`src/rtl/ls_exec_queue_if.sv`:
```
// Purpose: groups the LSB-side push port, the memory-controller request/response
//          port, the CDB broadcast and the rdy/rollback controls of ls_exec_queue.
// Modports:
//   slave  - the execution queue itself (consumes ops and MC responses, drives
//            in_ready, MC requests and CDB results)
//   master - the surrounding pipeline / memory controller view
interface ls_exec_queue_if #(
  parameter int ADDR_W = 32,
  parameter int DATA_W = 32,
  parameter int TAG_W  = 4
);
  logic              rdy;
  logic              rollback;

  logic              in_valid;
  logic              in_ready;
  logic [3:0]        in_op;
  logic [ADDR_W-1:0] in_addr;
  logic [DATA_W-1:0] in_data;
  logic [TAG_W-1:0]  in_tag;

  logic              mc_req;
  logic [ADDR_W-1:0] mc_addr;
  logic [DATA_W-1:0] mc_wdata;
  logic              mc_wr;
  logic [2:0]        mc_size;
  logic              mc_ok;
  logic [DATA_W-1:0] mc_rdata;

  logic              cdb_valid;
  logic [TAG_W-1:0]  cdb_tag;
  logic [DATA_W-1:0] cdb_result;

  modport slave (
    input  rdy, rollback,
    input  in_valid, in_op, in_addr, in_data, in_tag,
    output in_ready,
    output mc_req, mc_addr, mc_wdata, mc_wr, mc_size,
    input  mc_ok, mc_rdata,
    output cdb_valid, cdb_tag, cdb_result
  );

  modport master (
    output rdy, rollback,
    output in_valid, in_op, in_addr, in_data, in_tag,
    input  in_ready,
    input  mc_req, mc_addr, mc_wdata, mc_wr, mc_size,
    output mc_ok, mc_rdata,
    input  cdb_valid, cdb_tag, cdb_result
  );
endinterface

```
`src/rtl/ls_exec_queue.sv`:
```
// Purpose: in-order load/store execution queue between the LSB and the memory
//          controller. Buffers up to QDEPTH ops, issues one at a time, extends
//          load data and broadcasts load results on the CDB. Rollback squashes
//          queued/in-flight loads while stores always complete.
// Ports:
//   clk - clock
//   rst - synchronous, active-high reset
//   bus - ls_exec_queue_if.slave (rdy, rollback, LSB push, MC request/response, CDB)
//
// State  | meaning
// S_IDLE | no MC transaction outstanding; pop head (issue if live)
// S_WAIT | one MC transaction outstanding; wait for mc_ok
module ls_exec_queue #(
  parameter int ADDR_W = 32,
  parameter int DATA_W = 32,
  parameter int TAG_W  = 4,
  parameter int QDEPTH = 4
) (
  input  logic           clk,
  input  logic           rst,
  ls_exec_queue_if.slave bus
);
  localparam int PTR_W = $clog2(QDEPTH);

  typedef enum logic {S_IDLE = 1'b0, S_WAIT = 1'b1} state_t;

  state_t            r_state;
  state_t            w_state_nxt;

  logic [QDEPTH-1:0] r_live;
  logic [3:0]        r_op   [QDEPTH];
  logic [ADDR_W-1:0] r_addr [QDEPTH];
  logic [DATA_W-1:0] r_data [QDEPTH];
  logic [TAG_W-1:0]  r_tag  [QDEPTH];
  logic [PTR_W-1:0]  r_head;
  logic [PTR_W-1:0]  r_tail;
  logic [PTR_W:0]    r_count;

  logic              r_drop;
  logic [3:0]        r_fl_op;
  logic [TAG_W-1:0]  r_fl_tag;

  logic              w_empty;
  logic              w_push;
  logic              w_pop;
  logic              w_issue;
  logic              w_head_live;
  logic              w_cdb_fire;
  logic [2:0]        w_size;
  logic [DATA_W-1:0] w_ext;

  assign w_empty     = (r_count == '0);
  assign bus.in_ready = (r_count < (PTR_W+1)'(QDEPTH));
  assign w_push      = bus.in_valid & bus.in_ready & bus.rdy;
  // A load at the head is squashed by a rollback sampled on the same edge,
  // so it is popped without reaching the MC.
  assign w_head_live = r_live[r_head] & ~(bus.rollback & ~r_op[r_head][2]);

  always_comb begin
    case (r_op[r_head][1:0])
      2'd0:    w_size = 3'd1;
      2'd1:    w_size = 3'd2;
      default: w_size = 3'd4;
    endcase
  end

  always_comb begin
    case (r_fl_op[1:0])
      2'd0: w_ext = r_fl_op[3] ? {{(DATA_W-8){1'b0}}, bus.mc_rdata[7:0]}
                               : {{(DATA_W-8){bus.mc_rdata[7]}}, bus.mc_rdata[7:0]};
      2'd1: w_ext = r_fl_op[3] ? {{(DATA_W-16){1'b0}}, bus.mc_rdata[15:0]}
                               : {{(DATA_W-16){bus.mc_rdata[15]}}, bus.mc_rdata[15:0]};
      default: w_ext = bus.mc_rdata;
    endcase
  end

  // FSM: state register
  always_ff @(posedge clk) begin
    if (rst)          r_state <= S_IDLE;
    else if (bus.rdy) r_state <= w_state_nxt;
  end

  // FSM: next state
  always_comb begin
    w_state_nxt = r_state;
    case (r_state)
      S_IDLE:  if (w_issue)    w_state_nxt = S_WAIT;
      S_WAIT:  if (bus.mc_ok)  w_state_nxt = S_IDLE;
      default: w_state_nxt = S_IDLE;
    endcase
  end

  // FSM: outputs (registered below under rdy)
  always_comb begin
    w_pop      = 1'b0;
    w_issue    = 1'b0;
    w_cdb_fire = 1'b0;
    case (r_state)
      S_IDLE: begin
        w_pop   = ~w_empty & bus.rdy;
        w_issue = ~w_empty & w_head_live;
      end
      S_WAIT: w_cdb_fire = bus.mc_ok & ~r_fl_op[2] & ~r_drop & ~bus.rollback;
      default: ;
    endcase
  end

  always_ff @(posedge clk) begin
    if (rst) begin
      r_head  <= '0;
      r_tail  <= '0;
      r_count <= '0;
      r_live  <= '0;
    end else if (bus.rdy) begin
      if (bus.rollback) begin
        for (int i = 0; i < QDEPTH; i++)
          if (!r_op[i][2]) r_live[i] <= 1'b0;
      end
      // Later assignment wins: a same-cycle load push lands dead, a store live.
      if (w_push) begin
        r_live[r_tail] <= bus.in_op[2] | ~bus.rollback;
        r_tail         <= r_tail + PTR_W'(1);
      end
      if (w_pop) r_head <= r_head + PTR_W'(1);
      r_count <= r_count + (PTR_W+1)'(w_push) - (PTR_W+1)'(w_pop);
    end
  end

  always_ff @(posedge clk) begin
    if (w_push) begin
      r_op[r_tail]   <= bus.in_op;
      r_addr[r_tail] <= bus.in_addr;
      r_data[r_tail] <= bus.in_data;
      r_tag[r_tail]  <= bus.in_tag;
    end
  end

  always_ff @(posedge clk) begin
    if (rst) begin
      bus.mc_req     <= 1'b0;
      bus.mc_addr    <= '0;
      bus.mc_wdata   <= '0;
      bus.mc_wr      <= 1'b0;
      bus.mc_size    <= 3'd0;
      bus.cdb_valid  <= 1'b0;
      bus.cdb_tag    <= '0;
      bus.cdb_result <= '0;
      r_fl_op        <= 4'd0;
      r_fl_tag       <= '0;
      r_drop         <= 1'b0;
    end else if (bus.rdy) begin
      bus.mc_req <= w_issue;
      if (w_issue) begin
        bus.mc_addr  <= r_addr[r_head];
        bus.mc_wdata <= r_data[r_head];
        bus.mc_wr    <= r_op[r_head][2];
        bus.mc_size  <= w_size;
        r_fl_op      <= r_op[r_head];
        r_fl_tag     <= r_tag[r_head];
      end
      // The MC transaction always completes; drop only suppresses its result.
      if (r_state == S_WAIT && bus.mc_ok)
        r_drop <= 1'b0;
      else if (r_state == S_WAIT && bus.rollback && !r_fl_op[2])
        r_drop <= 1'b1;
      bus.cdb_valid <= w_cdb_fire;
      if (w_cdb_fire) begin
        bus.cdb_tag    <= r_fl_tag;
        bus.cdb_result <= w_ext;
      end
    end
  end
endmodule

```
`src/flat_wrapper.sv`:
```
// flat-port wrapper written by rule: the top's interface ports become plain ports
module ls_exec_queue_flat 
#(
  parameter int ADDR_W = 32,
  parameter int DATA_W = 32,
  parameter int TAG_W  = 4,
  parameter int QDEPTH = 4
)
  (clk, rst, bus_rdy, bus_rollback, bus_in_valid, bus_in_op, bus_in_addr, bus_in_data, bus_in_tag, bus_in_ready, bus_mc_req, bus_mc_addr, bus_mc_wdata, bus_mc_wr, bus_mc_size, bus_mc_ok, bus_mc_rdata, bus_cdb_valid, bus_cdb_tag, bus_cdb_result);
  ls_exec_queue_if #(.ADDR_W(ADDR_W), .DATA_W(DATA_W), .TAG_W(TAG_W)) bus_i ();
  input  logic clk;
  input  logic rst;
  input wire logic [$bits(bus_i.rdy)-1:0] bus_rdy;
  input wire logic [$bits(bus_i.rollback)-1:0] bus_rollback;
  input wire logic [$bits(bus_i.in_valid)-1:0] bus_in_valid;
  input wire logic [$bits(bus_i.in_op)-1:0] bus_in_op;
  input wire logic [$bits(bus_i.in_addr)-1:0] bus_in_addr;
  input wire logic [$bits(bus_i.in_data)-1:0] bus_in_data;
  input wire logic [$bits(bus_i.in_tag)-1:0] bus_in_tag;
  output wire logic [$bits(bus_i.in_ready)-1:0] bus_in_ready;
  output wire logic [$bits(bus_i.mc_req)-1:0] bus_mc_req;
  output wire logic [$bits(bus_i.mc_addr)-1:0] bus_mc_addr;
  output wire logic [$bits(bus_i.mc_wdata)-1:0] bus_mc_wdata;
  output wire logic [$bits(bus_i.mc_wr)-1:0] bus_mc_wr;
  output wire logic [$bits(bus_i.mc_size)-1:0] bus_mc_size;
  input wire logic [$bits(bus_i.mc_ok)-1:0] bus_mc_ok;
  input wire logic [$bits(bus_i.mc_rdata)-1:0] bus_mc_rdata;
  output wire logic [$bits(bus_i.cdb_valid)-1:0] bus_cdb_valid;
  output wire logic [$bits(bus_i.cdb_tag)-1:0] bus_cdb_tag;
  output wire logic [$bits(bus_i.cdb_result)-1:0] bus_cdb_result;
  assign bus_i.rdy = bus_rdy;
  assign bus_i.rollback = bus_rollback;
  assign bus_i.in_valid = bus_in_valid;
  assign bus_i.in_op = bus_in_op;
  assign bus_i.in_addr = bus_in_addr;
  assign bus_i.in_data = bus_in_data;
  assign bus_i.in_tag = bus_in_tag;
  assign bus_in_ready = bus_i.in_ready;
  assign bus_mc_req = bus_i.mc_req;
  assign bus_mc_addr = bus_i.mc_addr;
  assign bus_mc_wdata = bus_i.mc_wdata;
  assign bus_mc_wr = bus_i.mc_wr;
  assign bus_mc_size = bus_i.mc_size;
  assign bus_i.mc_ok = bus_mc_ok;
  assign bus_i.mc_rdata = bus_mc_rdata;
  assign bus_cdb_valid = bus_i.cdb_valid;
  assign bus_cdb_tag = bus_i.cdb_tag;
  assign bus_cdb_result = bus_i.cdb_result;
  ls_exec_queue #(.ADDR_W(ADDR_W), .DATA_W(DATA_W), .TAG_W(TAG_W), .QDEPTH(QDEPTH)) u_core (.clk(clk), .rst(rst), .bus(bus_i));
endmodule
```
`config.mk`:
```
export PLATFORM = sky130hd
export DESIGN_NAME = ls_exec_queue_flat
export DESIGN_NICKNAME = d
export VERILOG_FILES = /design/src/rtl/ls_exec_queue_if.sv /design/src/rtl/ls_exec_queue.sv /design/src/flat_wrapper.sv
export SDC_FILE = /design/constraint.sdc
export NUM_CORES = 1
export LEC_CHECK = 0
export BUFFER_PORTS_ARGS = -buffer_cell sky130_fd_sc_hd__buf_4
export CELL_PAD_IN_SITES_DETAIL_PLACEMENT = 1
export CELL_PAD_IN_SITES_GLOBAL_PLACEMENT = 1
export CORE_UTILIZATION = 45
export CTS_CLUSTER_SIZE = 10
export DETAILED_ROUTE_END_ITERATION = 10
export HOLD_SLACK_MARGIN = 0.12
export PLACE_DENSITY = 0.83
export SYNTH_ARGS = -nofsm -noshare
export SYNTH_HDL_FRONTEND = slang
export SYNTH_SLANG_ARGS = --single-unit
```
`constraint.sdc`:
```
create_clock -name clk -period 4.3 [get_ports clk]
set_input_delay 0.86 -clock clk [delete_from_list [all_inputs] [get_ports clk]]
set_output_delay 0.86 -clock clk [all_outputs]
set_load 0.05 [all_outputs]
```
==> results of run 1 <==
==> metrics by stage <==
step | power (µW) | hold slack, ns | area (µm²)
floorplan | 5120 | 0.444 | 16100
global placement | 5380 | 0.455 | 18000
detailed placement | 5410 | 0.460 | 18000
CTS | 8910 | 0.470 | 19300
global route | 9110 | 0.488 | 19300
finish | 8810 | 0.464 | 19300
==> cell type report <==
| class | count | area (µm²) |
|---|---|---|
| Sequential cell | 415 | 11200 |
| Clock inverter | 1 | 8.76 |
| Antenna cell | 1 | 2.50 |
| Timing Repair Buffer | 232 | 1750 |
| Multi-Input combinational cell | 471 | 4440 |
| Fill cell | 3299 | 15500 |
| Clock buffer | 84 | 1320 |
| Inverter | 14 | 57.6 |
| Tap cell | 455 | 569 |
==> layer usage <==
| metal | track usage [%] | vias to the layer above | share of wire [%] | wire length, µm |
|---|---|---|---|---|
| met5 | 0 | - | 0 | 0 |
| met4 | 4.89 | 0 | 1.6 | 567 |
| met3 | 3.12 | 53 | 5.8 | 2100 |
| met2 | 34.3 | 290 | 50 | 18000 |
| met1 | 26.0 | 4589 | 43 | 15300 |
| li1 | - | 4093 | - | - |
==> Yosys cell counts (4+ instances only) <==
master / n / area, µm²
dfxtp_1: 127 / 2540
nand2_1: 29 / 109
nor2_1: 5 / 18.8
a21oi_1: 48 / 240
nand4b_1: 4 / 35.0
edfxtp_1: 288 / 8650
clkbuf_1: 38 / 143
nand2b_1: 144 / 901
ha_1: 6 / 75.1
o21ai_1: 12 / 60.1
a311oi_1: 4 / 35.0
mux4_2: 70 / 1580
a211oi_1: 26 / 195
mux2i_1: 79 / 791
nand3_1: 13 / 65.1
buf_12: 8 / 160
buf_2: 16 / 80.1
inv_1: 12 / 45.0
==> cell families (layout without fill, tap and decap cells) <==
| family | after synthesis | count (layout) |
|---|---|---|
| flip-flops | 415 | 415 |
| AND/OR/NAND/NOR | 211 | 211 |
| multiplexers | 153 | 153 |
| AO/OA/AOI/OAI | 98 | 98 |
| buffers and inverters | 79 | 331 |
| adder cells (fa/ha/maj) | 7 | 7 |
| XOR/XNOR | 2 | 2 |
| other | 0 | 1 |
==> report_power, final <==
group / internal (µW) / total, µW / leakage, µW / switching, µW
Sequential: 4400 / 4490 / 0.00364 / 93.4
Combinational: 398 / 820 / 0.00283 / 422
Clock: 2050 / 3490 / 0.000627 / 1450
Total: 6840 / 8810 / 0.00709 / 1960
==> worst max-delay path by stage <==
stage,end,slack [ns],cells after the start
2_1_floorplan,u_core.r_addr[3][0]$_DFFE_PP_,0.94,4
3_3_place_gp,u_core.r_count[2]$_SDFFE_PP0P_,1.44,11
3_5_place_dp,u_core.r_count[2]$_SDFFE_PP0P_,1.42,11
4_1_cts,u_core.r_head[1]$_SDFFE_PP0P_,1.74,4
5_1_grt,u_core.r_head[1]$_SDFFE_PP0P_,1.58,4
6_report,bus_mc_size[2],1.80,1
==> state kept, by name (all words and copies together) (netlist names), 16 cells and up, named ones only <==
register               cells
u_core.r_data            128
u_core.bus.cdb_result     32
u_core.bus.mc_wdata       32
u_core.r_op               16
u_core.r_addr            128
u_core.r_tag              16
u_core.bus.mc_addr        32
==> results.yml, run 1 <==
critical_path:
  crit_path_start_kind: "register"
  r2r_slack_ns: 1.85
  crit_type: "register to output port"
  reg2reg_from: "u_core.r_head[0]$_SDFFE_PP0P_"
  cp-end-kind: "output port"
  crit_fanout: 21
  slowest_delay_ns: 0.79
  reg2reg_to: "u_core.r_head[1]$_SDFFE_PP0P_"
  cp.required_ns: 3.44
  slowest_stage: "dfxtp_1"
  rr_worst_depth: 4
  crit_chain: "buf_4"
  arrival_ns: 1.64
  cp_num_buf_inv: 1
  cp-startpoint: "u_core.bus.mc_size[2]$_SDFFE_PP0P_"
  crit_family: "flip-flops"
timing:
  period_share_pct: 58.2
  rsz0062_at_grt: "false"
  setup_tns_ns: 0
  post-route-min-period_ns: 2.50
  slew_headroom_pct: 45.8
  fmax_ghz: 0.399
  hold_violations: 0
  slew_viol_final: 0
  worst_pin_slew_ns: 0.813
  fin_ws_ns: 1.80
  clock_skew_ns: 0.0202
  setup_viol: 0
clock_tree:
  clockBufferDepth: 3
  cts_buffers: 47
  ctsHoldBuffers: 0
  cts_sinks: 415
  cts-root-buf: "clkbuf_16"
  cts.reportedPaths.clkPinSlew_ns: 0.06
  cts_resized: 0
  cts_tree: "built"
  worstSkewPairLatency_ns: 0.53
  postCtsSetupRepairBufs: 0
  htreeDepth: 2
global_routing:
  grt_pass1_vias: 9819
  grt_pass1_wl_um: 55200
  grt_max_degree: 89
  grt.total_usage_pct: 19.8
  antenna_found_initial: 0
  overflow: 0
logic_synthesis:
  synth_top_family_by_area: "multiplexers"
  synth_compound_area_share_pct: 3.76
  syn_inst: 965
  ys.flop_type: "edfxtp_1"
  yosys.area_share.xor_xnor_pct: 0.109
  synth_seq_cells: 415
  synthSimpleGateAreaFrac_pct: 7.75
  syn_area_um2: 16100
  synthMuxAreaShare_pct: 15.3
  synth_fa_ha_area_share_pct: 0.592
  synth_enable_flop_cells: 288
  synth_warnings: 0
  ys_types: 44
  syn_area_per_cell_um2: 16.6
  yosysSeqAreaShare_pct: 69.7
  synth-async-reset-ratio_pct: 0
  syn_nets: 1082
power_and_ir_drop:
  leakagePower_uw: 0.00709
  power_density_nw_per_um2: 455
  max-vdd-ir-drop_uv: 246
layout:
  stdcell_count: 1673
  final_core_util_pct: 55.6
  nNetsFinal: 1298
  final_cell_mix: "edfxtp_1 (288), buf_4 (231), nand2b_1 (144), dfxtp_1 (125), mux2i_1 (79)"
  final_common_cell: "edfxtp_1"
  area_delta_synth_final_pct: 20.4
  drive_gt1_share_pct: 29.7
routing:
  antenna_left: 0
  vias: 9025
  first_pass_iters: 4
  drt_iter0_markers: 483
  wire_per_inst_um: 21.5
  drc: 0
  routed_wirelength_um: 35900
  via_per_inst: 5.39
worst_hold_path:
  hold_class: "register to register"
  hold-path-endpoint: "u_core.bus.cdb_tag[1]$_SDFFE_PP0P_"
  hold_depth: 2
  min_from: "u_core.r_fl_tag[1]$_SDFFE_PP0P_"
floorplan:
  die_area_um2: 36400
  fp.dieW_um: 191
  start_util_pct: 46.1
  ios: 217
  core_um2: 34800
  num_rows: 68
  die_y_um: 191
placement:
  dpl.cell_count: 1587
  hpwl_um: 22600
  gp_congestion: 0.801
  io_buffers: 216
  post-place-ws_ns: 1.42
outcome:
  status: "finished, final reports clean"
run:
  maxCapViolations: 0
(Power assumes the default switching activity.)
==> run 2, diff against run 1 <==
--- a/config.mk
+++ b/config.mk
@@ -5,6 +5,7 @@
 export SDC_FILE = /design/constraint.sdc
 export NUM_CORES = 1
 export LEC_CHECK = 0
+export ABC_AREA = 1
 export BUFFER_PORTS_ARGS = -buffer_cell sky130_fd_sc_hd__buf_4
 export CELL_PAD_IN_SITES_DETAIL_PLACEMENT = 1
 export CELL_PAD_IN_SITES_GLOBAL_PLACEMENT = 1
@@ -12,7 +13,7 @@
 export CTS_CLUSTER_SIZE = 10
 export DETAILED_ROUTE_END_ITERATION = 10
 export HOLD_SLACK_MARGIN = 0.12
-export PLACE_DENSITY = 0.83
+export PLACE_DENSITY = 0.88
 export SYNTH_ARGS = -nofsm -noshare
 export SYNTH_HDL_FRONTEND = slang
 export SYNTH_SLANG_ARGS = --single-unit
==> constraint.sdc (replaced) <==
create_clock -name clk -period 2.42 [get_ports clk]
set_input_delay 0.484 -clock clk [delete_from_list [all_inputs] [get_ports clk]]
set_output_delay 0.484 -clock clk [all_outputs]
set_load 0.05 [all_outputs]
==> run 2 against run 1 <==
Sequential share of layout area shrank 2.1 points. Sequential cell count did not move. Sequential power up 77%. Critical path depth is 13 higher. Design area grew 3.7%. Via count grew 35%. Clock skew decreased by 0.0081 ns. Die area grew 1.4%. Global-route usage rose by 4.7 points. Register-to-register slack worse by 1.6 ns. Critical path type is now register to register.
==> results.yml, run 2 <==
critical_path:
  r2r_slack_ns: 0.25
  rr_worst_depth: 14
  crit_fanout: 4
  arrival_ns: 2.64
  cp-end-kind: "register"
  crit_family: "adder cells"
  cp.required_ns: 2.89
  cp_common_cell: "nand2_1"
  reg2reg_from: "u_core.r_count[2]$_SDFFE_PP0P_"
  cp_num_buf_inv: 3
  cp-startpoint: "u_core.r_count[2]$_SDFFE_PP0P_"
  reg2reg_to: "u_core.r_count[2]$_SDFFE_PP0P_"
  slowest_delay_ns: 0.40
  crit_type: "register to register"
  crit_path_start_kind: "register"
  crit_chain: "nor2_1, nand2_1, nand2_1, inv_1, ha_1, inv_1, ha_1, inv_1, fa_1, nand2_1, nand2_1, nor2_1, o21ai_0, a21oi_1"
  slowest_stage: "fa_1"
global_routing:
  overflow: 0
  antenna_found_initial: 6
  grt_max_degree: 139
  grt_pass1_vias: 13000
  grt_pass1_wl_um: 69700
  grt.total_usage_pct: 24.5
logic_synthesis:
  yosys.cell_count.top_type: "nor2_1"
  yosys-top-cells-count: "nor2_1 (455), edfxtp_1 (288), nand2_1 (198)"
  synth_warnings: 0
  syn_nets: 1718
  synth_enable_flop_cells: 288
  synth-async-reset-ratio_pct: 0
  yosysSeqAreaShare_pct: 68.7
  syn_area_per_cell_um2: 10.2
  ys.flop_type: "edfxtp_1"
  synth_top_area_share_pct: 53.1
  yosys.area.top_type: "edfxtp_1"
  yosys-top-cells-area: "edfxtp_1 (53%), dfxtp_1 (16%), nor2_1 (10%), o21ai_0 (5.7%), nand2_1 (4.6%)"
  synth_seq_cells: 415
  ys_types: 28
  syn_inst: 1601
  syn_area_um2: 16300
power_and_ir_drop:
  p_int_uw: 12400
  swShare_pct: 25.8
  pwr-share-clk_pct: 39.6
  power_density_nw_per_um2: 830
  leakagePower_uw: 0.00802
  p_seq_share_pct: 47.8
  combinationalPowerShare_pct: 12.5
  netSwitchingPower_uw: 4300
  max-vdd-ir-drop_uv: 592
timing:
  clock_skew_ns: 0.0121
  holdWs_ns: 0.136
  worst_pin_slew_ns: 0.650
  slew_viol_final: 0
  setup_tns_ns: 0
  fmax_ghz: 0.462
  rsz0062_at_grt: "false"
  period_share_pct: 89.5
  post-route-min-period_ns: 2.17
  slew_headroom_pct: 56.7
  setup_viol: 0
  hold_violations: 0
placement:
  io_buffers: 216
  place_area_um2: 18500
  hpwl_um: 27200
  gp_congestion: 0.779
clock_tree:
  worstSkewPairLatency_ns: 0.55
  cts_sinks: 415
  clockBufferDepth: 3
  cts-root-buf: "clkbuf_16"
  cts_tree: "built"
  cts.reportedPaths.clkPinSlew_ns: 0.05
  htreeDepth: 2
  cts_buffers: 48
routing:
  wire_per_inst_um: 19.5
  antenna_left: 0
  dr_wl_met3_um: 2480
  wl_met2_um: 23400
  drc: 0
  routed_wirelength_um: 45400
  m1WireLength_um: 18200
  drt_iter0_markers: 689
  top_layer: "met4"
  first_pass_iters: 5
  vias: 12200
  via_per_inst: 5.26
worst_hold_path:
  hold-path-endpoint: "u_core.r_data[1][31]$_DFFE_PP_"
  hold_class: "primary input to register"
  min_from: "bus_in_data[31]"
  hold_depth: 1
floorplan:
  die_y_um: 192
  fp.dieW_um: 192
  core_um2: 35600
  start_util_pct: 45.8
  num_rows: 69
  die_area_um2: 36900
  ios: 217
layout:
  nNetsFinal: 1935
  final_cell_mix: "nor2_1 (451), edfxtp_1 (288), buf_4 (234), nand2_1 (198), o21ai_0 (183)"
  area_delta_synth_final_pct: 23.2
  fillers: 3932
  drive_gt1_share_pct: 17.5
  final_area_um2: 20100
  top_regs: "u_core.r_addr x128, u_core.r_data x128"
  final_common_cell: "nor2_1"
run:
  maxCapViolations: 0
outcome:
  status: "finished, final reports clean"
run 2: cell count changes in the layout (fill, tap and decap cells not counted), moves of 5 or more:
| cell | change |
|---|---|
| nor2_1 | +446 |
| o21ai_0 | +181 |
| nand2_1 | +169 |
| nand2b_1 | -144 |
| inv_1 | +89 |
| mux2i_1 | -79 |
| mux4_2 | -70 |
| nand3_1 | +68 |
| a211oi_1 | -26 |
| buf_12 | +12 |
| dlygate4sd3_1 | +11 |
| o21ai_1 | -11 |
| diode_2 | +5 |
| nor2_4 | +5 |
run 2: worst max-delay path by stage:
stage | end | slack (ns) | cells past startpoint
CTS | u_core.r_count[2]$_SDFFE_PP0P_ | 0.23 | 14
finish | u_core.r_count[2]$_SDFFE_PP0P_ | 0.25 | 14
detailed placement | u_core.r_count[2]$_SDFFE_PP0P_ | 0.05 | 15
global route | u_core.r_count[2]$_SDFFE_PP0P_ | 0.11 | 14
global placement | u_core.r_count[2]$_SDFFE_PP0P_ | 0.13 | 15
floorplan | u_core.r_live[1]$_SDFFE_PP0P_ | 0.02 | 6
run 2: layout make-up:
class / count / area (µm²) / share of cell area (%)
Antenna cell: 6 / 15.0 / 0.0748
Clock buffer: 86 / 1400 / 6.96
Clock inverter: 2 / 25.0 / 0.125
Inverter: 104 / 402 / 2.00
Multi-Input combinational cell: 991 / 4330 / 21.6
Sequential cell: 415 / 11200 / 55.8
Tap cell: 461 / 577 / 2.87
Timing Repair Buffer: 258 / 2130 / 10.6
run 2: power by group through the flow:
stage / registers (µW) / logic (µW) / clock network (µW)
final: 7960 / 2090 / 6600
after global placement: 8090 / 1930 / 0
after CTS: 7960 / 2100 / 6700
after floorplan: 8310 / 1080 / 0
after detailed placement: 8110 / 2060 / 0
after global routing: 7980 / 2300 / 6970
run 2: layer usage:
metal	up-vias	global-route usage, %
met2	354	44.2
li1	5736	-
met3	86	4.75
met4	0	9.81
met1	6032	28.5
met5	-	0
run 2: worst register-to-register path: stages, from the launching register on:
cell     delay [ns]
dfxtp_1        0.35
nor2_1         0.12
nand2_1        0.06
nand2_1        0.08
inv_1          0.06
ha_1           0.29
inv_1          0.06
ha_1           0.14
inv_1          0.05
fa_1           0.40
nand2_1        0.08
nand2_1        0.04
nor2_1         0.13
o21ai_0        0.10
a21oi_1        0.15
run 2: stage by stage:
step           util [%]  total power [µW]  worst slack (ns)  std cells
6_report           56.4             16700             0.255       2323
5_1_grt            56.4             17300             0.105       2322
4_1_cts            56.3             16800             0.231       2316
3_5_place_dp       52.1             10200            0.0522       2218
3_3_place_gp       52.1             10000             0.133       2218
2_1_floorplan         -              9390            0.0151       1601
run 2: cell families (layout without fill, tap and decap cells):
| logic type | Yosys count | in the layout | synth area share (%) |
|---|---|---|---|
| other | 0 | 6 | 0 |
| and+or+nand+nor | 745 | 745 | 18.2 |
| buffers and inverters | 195 | 450 | 5.00 |
| adders and majority gates | 7 | 7 | 0.584 |
| DFF | 415 | 415 | 68.7 |
| AOI/OAI and AO/OA | 239 | 239 | 7.47 |
run 2: timing repair:
item | 4_1_cts | 5_1_grt
hold buffers | 10 | 1
setup buffers | 0 | 0
endpoints found under the hold margin | 28 | 2
gates resized for setup | 0 | 0
